### src/rtl/mux_oht.sv
// One-hot select multiplexer with a registered valid flag and data output.
// The combinational core is either a flat AND-OR or a SPLIT-ary reduction tree.
module mux_oht #(
    parameter type DAT_T          = logic [7:0],
    parameter int  WIDTH          = 9,
    parameter int  SPLIT          = 3,
    parameter int  IMPLEMENTATION = 0
) (
    input  logic clk,
    input  logic rst_n,
    input  logic [WIDTH-1:0] oht,
    input  DAT_T ary [WIDTH-1:0],
    output logic vld,
    output DAT_T dat
);

    // Number of tree levels: smallest L >= 1 with SPLIT**L >= WIDTH.
    function automatic int levels_f(input int w, input int s);
        int n;
        int l;
        n = 1;
        l = 0;
        while (n < w) begin
            n = n * s;
            l = l + 1;
        end
        return (l == 0) ? 1 : l;
    endfunction

    localparam int LEVELS = levels_f(WIDTH, SPLIT);
    localparam int PAD    = SPLIT ** LEVELS;

    logic vld_c;
    DAT_T dat_c;

    if (WIDTH < 1) begin : g_bad_width
        $error("mux_oht: WIDTH must be >= 1");
    end
    if (SPLIT < 2) begin : g_bad_split
        $error("mux_oht: SPLIT must be >= 2");
    end

    if (IMPLEMENTATION == 0) begin : g_flat
        // NOTE: every output of a combinational block gets a default first, so no latch is inferred.
        always_comb begin
            vld_c = |oht;
            dat_c = '0;
            for (int i = 0; i < WIDTH; i++) begin
                dat_c = dat_c | (ary[i] & {$bits(DAT_T){oht[i]}});
            end
        end
    end else if (IMPLEMENTATION == 1) begin : g_tree
        logic tv [PAD];
        DAT_T td [PAD];

        // Levels reduce in place: group g of a level lands in slot g, and its
        // inputs sit at g*SPLIT and above, so no live slot is overwritten early.
        always_comb begin
            logic gv;
            DAT_T gd;
            for (int i = 0; i < PAD; i++) begin
                tv[i] = 1'b0;
                td[i] = '0;
            end
            for (int i = 0; i < WIDTH; i++) begin
                tv[i] = oht[i];
                td[i] = ary[i];
            end
            for (int l = 0; l < LEVELS; l++) begin
                for (int g = 0; g < PAD / SPLIT; g++) begin
                    if (g < PAD / (SPLIT ** (l + 1))) begin
                        gv = 1'b0;
                        gd = '0;
                        for (int k = 0; k < SPLIT; k++) begin
                            gv = gv | tv[g*SPLIT+k];
                            gd = gd | (td[g*SPLIT+k] & {$bits(DAT_T){tv[g*SPLIT+k]}});
                        end
                        tv[g] = gv;
                        td[g] = gd;
                    end
                end
            end
            vld_c = tv[0];
            dat_c = td[0];
        end
    end else begin : g_bad_impl
        $error("mux_oht: unsupported IMPLEMENTATION %0d", IMPLEMENTATION);
    end

    // NOTE: sequential state uses non-blocking assignments so every flop samples pre-edge values.
    always_ff @(posedge clk or negedge rst_n) begin
        if (!rst_n) begin
            vld <= 1'b0;
            dat <= '0;
        end else begin
            vld <= vld_c;
            dat <= dat_c;
        end
    end

endmodule

### config.mk
export PLATFORM = sky130hd
export DESIGN_NAME = mux_oht
export DESIGN_NICKNAME = d
export VERILOG_FILES = /design/src/rtl/mux_oht.sv
export SDC_FILE = /design/constraint.sdc
export NUM_CORES = 1
export LEC_CHECK = 0
export ABC_AREA = 0
export BUFFER_PORTS_ARGS = -buffer_cell sky130_fd_sc_hd__clkbuf_2
export CAP_MARGIN = 0
export CORE_MARGIN = 2
export CORE_UTILIZATION = 30
export CTS_CLUSTER_SIZE = 40
export DETAILED_ROUTE_END_ITERATION = 10
export GPL_ROUTABILITY_DRIVEN = 0
export PLACE_DENSITY_LB_ADDON = 0.1
export SETUP_SLACK_MARGIN = 0.2
export SYNTH_ARGS = -nofsm -noshare
export SYNTH_HDL_FRONTEND = slang
export SYNTH_SLANG_ARGS = --single-unit
### constraint.sdc
create_clock -name clk -period 0.8 [get_ports clk]
set_clock_uncertainty 0.2 [all_clocks]
set_input_delay 0.08 -clock clk [delete_from_list [all_inputs] [get_ports clk]]
set_output_delay 0.08 -clock clk [all_outputs]
set_load 0.1 [all_outputs]
==> results of run 1 <==
==> placed cells by master (no fill, tap or decap) <==
cell type / instances
a221oi_2: 7
a221oi_4: 1
a222oi_1: 8
a22o_1: 8
a22oi_1: 8
buf_12: 11
buf_2: 2
buf_4: 12
buf_6: 3
buf_8: 1
clkbuf_16: 3
clkbuf_2: 73
clkbuf_4: 3
clkbuf_8: 1
clkinv_2: 1
dfrtp_2: 1
dfrtp_4: 8
nand3_1: 9
nor2_1: 1
nor3_2: 1
nor4_4: 1
==> state kept, by name, summed over array words and instances, names as in the netlist <==
name / cells
dat: 8
vld: 1
==> cells in the mapped netlist, drive strengths merged <==
master,instances
nor2,1
buf,5
clkbuf,4
dfrtp,9
a22o,8
a22oi,8
nor3,1
nor4,1
nand3,9
a221oi,8
a222oi,8
==> kinds of logic after synthesis <==
logic type      synth area share, %
simple gates                   9.02
flops                          33.8
buf+inv                        7.52
compound gates                 49.6
==> report_power, final <==
group	leakage (uW)	switching [uW]	total (uW)	internal, uW
Sequential	0.0000826	15.4	500	484
Clock	0.0000177	159	343	184
Combinational	0.000667	364	787	422
==> metrics by stage <==
stage | std cells | hold slack [ns] | worst slack [ns] | TNS (ns) | total power, uW
after CTS | 191 | -0.540 | -0.403 | -3.51 | 1620
after global routing | 191 | -0.530 | -0.419 | -3.74 | 1720
after detailed placement | 186 | -0.259 | -0.331 | -3.75 | 1220
final | 191 | -0.544 | -0.394 | -3.44 | 1630
after floorplan | 62 | -0.416 | -0.179 | -2.10 | 869
after global placement | 186 | -0.261 | -0.308 | -3.49 | 1210
==> final cells by class <==
cell class | count | area [um2]
timing repair buffer | 106 | 823
fill | 152 | 584
multi-input combinational | 44 | 422
sequential | 9 | 256
tap | 28 | 35.0
clock buffer | 3 | 22.5
clock inverter | 1 | 5.00
==> layer usage <==
metal  routed length, um  up-vias  track usage, %
li1                    -      482               -
met1                1010      461            26.5
met2                1440       64            37.4
met3                 256        6            5.85
met4                  51        0            10.4
met5                   0        -               0
==> worst max-delay path by stage <==
| stage | cells past startpoint | start | slack [ns] | end |
|---|---|---|---|---|
| after floorplan | 4 | oht[0] | -0.18 | dat[5] |
| after global placement | 4 | oht[0] | -0.31 | dat[4] |
| after detailed placement | 4 | oht[0] | -0.33 | dat[4] |
| after CTS | 1 | dat[4] | -0.40 | dat[4] |
| after global routing | 1 | dat[6] | -0.42 | dat[6] |
| final | 1 | dat[4] | -0.39 | dat[4] |
==> timing repair <==
action,4_1_cts,5_1_grt
setup buffers,0,0
hold endpoints to repair,18,18
setup endpoints to repair,18,18
pin swaps,10,11
gates cloned,1,0
resized for setup,15,13
==> qor.txt, run 1 <==
Headroom to the max-slew limit: 79.2%
Largest stage delay, worst path: 0.48 ns
Period utilization: 149%
Warnings, synthesis: 0
Die area: 2610 um2
Worst Setup End Kind: output pin
RSZ-0062 raised after global routing: yes
Router iterations before antenna repair: 5
Crit Path Category: flip-flop to output pin
Total vias in the final route: 1013
Max Slew Vio Count: 0
DR iter-0 viols: 38
CTS Buf Count: 3
Design area: 1560 um2
Pwr/cell area: 1040 nW/um2
CTS tree: built
CP arrival: 0.91 ns
Syn Inst Count: 62
Netlist Area Pre-Place: 666 um2
Count of state elements after synthesis: 9
Vias in the first global route: 994
Die Width: 51.1 um
Yosys top cell area share: 33.8%
GRT overflow: 0
Initial antenna violation count: 0
Largest net degree at the start of global routing: 10
Root Buffer: clkbuf_4
Top delay family on crit path: flip-flops
Slowest-stage cell, CP: dfrtp_4
Largest cells by area after synthesis: dfrtp_1 (34%), a221oi_2 (18%), a222oi_1 (12%)
MaxCap Viol Count: 0
Clock-pin slew on the worst setup and hold paths: 0.06 ns
Worst hold path type: input port to async pin
Final setup fails: 10
Ports: 92
Dpl cell area: 1390 um2
Fmax: 0.838 GHz
Cell Rows: 17
DRC violation count after routing: 0
Fin util: 72.8%
Routed wire length: 2760 um
Layout cell share with drive strength beyond 1: 79.1%
Routed Antenna Nets: 0
PortBufs: 91
Syn_nets: 145
Synth area leader: dfrtp_1
Crit-path max FO: 1
H-tree Lvls: 1
Clock Tree Buf Depth: 2
Outcome: complete, but fails checks
Worst-path cell chain: buf_12
Vias/cell: 5.30
Final #Nets: 247
Req. time, crit path: 0.52 ns
First-pass GRT wire length: 4340 um
Post-synth cell types: 14
Core area: 2150 um2
Die height: 51.1 um
Tmin final: 1.19 ns
VDD IR max: 0.682 mV
Failing checks: hold timing, setup timing
Area Growth Syn to Fin: 135%
Average size of a mapped cell: 10.7 um2
Final Hold Fails: 18
Initial Util: 31.0%
P_leak: 0.000767 uW
Worst slew pin tran: 0.311 ns
WP buf/inv: 1
WHS: -0.544 ns
DP Wirelength: 2330 um
DR WL/cell: 14.4 um
Worst Setup Start Kind: flip-flop
Setup ws final: -0.394 ns
# diodes: 0
GRT Total Usage: 22.4%
Sequential-to-total area share from yosys stat: 33.8%
# clock sinks: 9
No activity file was read; power rests on OpenSTA's default activity.
==> run 2, diff against run 1 <==
clock period = 1.4 ns   (was 0.8 ns; I/O delays follow)
==> run 2 against run 1 <==
Compared with the run above:
- the run ends with hold timing left
- power fell by 46%
- wire length fell by 1.5%
- via count fell by 0.59%
- clock power fell by 44%
- largest cell class unchanged
- largest power group unchanged
==> qor.txt, run 2 (same netlist as run 1, synthesis figures left out) <==
Headroom to the max-slew limit: 78.3%
CTS Buf Count: 3
RSZ-0062 raised after global routing: yes
Final Hold Fails: 8
Largest register FFs: 8
MaxCap Viol Count: 0
Pint: 585 uW
Design area: 1420 um2
Overall Power: 877 uW
Routed wire length: 2720 um
VDD IR max: 0.362 mV
Sequential Power Share: 32.1%
DRC violation count after routing: 0
Initial antenna violation count: 0
DR WL/cell: 14.4 um
Die Width: 51.1 um
Post-CTS setup buffer count: 0
Worst-path cell chain: buf_12
# clock sinks: 9
Initial Util: 31.0%
Crit Path Category: flip-flop to output pin
Biggest registers after layout: dat (8), vld (1)
CP arrival: 0.84 ns
Core area: 2150 um2
Clock Tree Buf Depth: 2
Period utilization: 84.3%
Die area: 2610 um2
DR iter-0 viols: 32
Slowest-stage cell, CP: dfrtp_2
Fin util: 65.9%
Cell Rows: 17
WP buf/inv: 1
Hold Crit Start: ary[26]
Pwr/cell area: 619 nW/um2
PortBufs: 91
CTS Hold Bufs: 13
Vias/cell: 5.33
H-tree Lvls: 1
Tmin final: 1.18 ns
Final #Nets: 245
TNS Setup: 0 ns
Routed Antenna Nets: 0
Largest net degree at the start of global routing: 10
Reg with most FFs: dat
Ports: 92
Switching Fraction: 33.3%
Hold Crit Endpoint: dat[2]
Layout filler cell count: 187
Vias in the first global route: 1065
Outcome: complete, but fails checks
Dpl cells: 172
CTS tree: built
P_leak: 0.000719 uW
Dpl cell area: 1250 um2
Worst Setup Start Kind: flip-flop
Clock power frac: 21.9%
Max Slew Vio Count: 0
Final std cells w/o fill: 189
WHS: -0.0704 ns
Die height: 51.1 um
Top delay family on crit path: flip-flops
GRT Total Usage: 22.3%
Worst slew pin tran: 0.325 ns
Worst hold path type: input port to flip-flop
Total vias in the final route: 1007
First-pass GRT wire length: 4340 um
P_sw: 292 uW
Failing checks: hold timing
Largest stage delay, worst path: 0.42 ns
Req. time, crit path: 1.06 ns
Layout cell share with drive strength beyond 1: 68.9%
Most frequent cells in the layout: clkbuf_2 (81), dlygate4sd3_1 (10), nand3_1 (9), dfrtp_2 (9), buf_12 (9)
GRT overflow: 0
Worst Setup End Kind: output pin
Final setup fails: 0
Area Growth Syn to Fin: 113%
# diodes: 0
Crit-path max FO: 1
Root Buffer: clkbuf_4
Comb power frac: 45.9%
Fmax: 0.848 GHz
Leading cell type in the layout, fill and taps excluded: clkbuf_2
Clock-pin slew on the worst setup and hold paths: 0.06 ns
Hold Crit Depth: 3
Router iterations before antenna repair: 4
## run 2: cell count changes in the layout (fill, tap and decap cells not counted), sizes merged
cell          before  now
buf               29   10
dlygate4sd3        0   10
clkbuf            80   85
dlymetal6s4s       0    3
clkinv             1    0
## run 2: repair_timing
action | 4_1_cts | 5_1_grt
setup endpoints to repair | 0 | 6
gates resized for setup | 0 | 4
hold endpoints to repair | 17 | 8
## run 2: layer usage
metal | track usage [%] | vias to the layer above | part of all wire, %
met1 | 24.4 | 458 | 35
met5 | 0 | - | 0
met2 | 38.5 | 65 | 53
li1 | - | 478 | -
met4 | 12.2 | 0 | 1.7
met3 | 6.43 | 6 | 10
## run 2: worst max path at each step
stage	to	start	cells after the start
3_3_place_gp	dat[5]	oht[0]	4
6_report	dat[2]	dat[2]	1
3_5_place_dp	dat[5]	oht[0]	4
4_1_cts	dat[3]	ary[67]	4
2_1_floorplan	dat[6]	oht[5]	4
5_1_grt	dat[6]	dat[6]	1
## run 2: final cells by class
class,count,area [um2],share of cell area (%)
flip-flops and latches,9,236,16.7
repair buffers,104,728,51.4
well taps,28,35.0,2.47
multi-input cells,44,390,27.6
clock buffers,4,26.3,1.86
## run 2: per-stage QoR
step	hold slack [ns]	setup WS, ns
global route	-0.0772	0.193
floorplan	-0.356	0.331
finish	-0.0704	0.220
CTS	-0.0699	0.208
global placement	-0.194	0.212
detailed placement	-0.192	0.173
## run 2: power groups by stage
stage               logic (uW)  clock network, uW  registers (uW)
global route               432                215             283
finish                     403                192             282
floorplan                  115                  0             360
detailed placement         374                  0             287
CTS                        403                195             282
global placement           368                  0             287
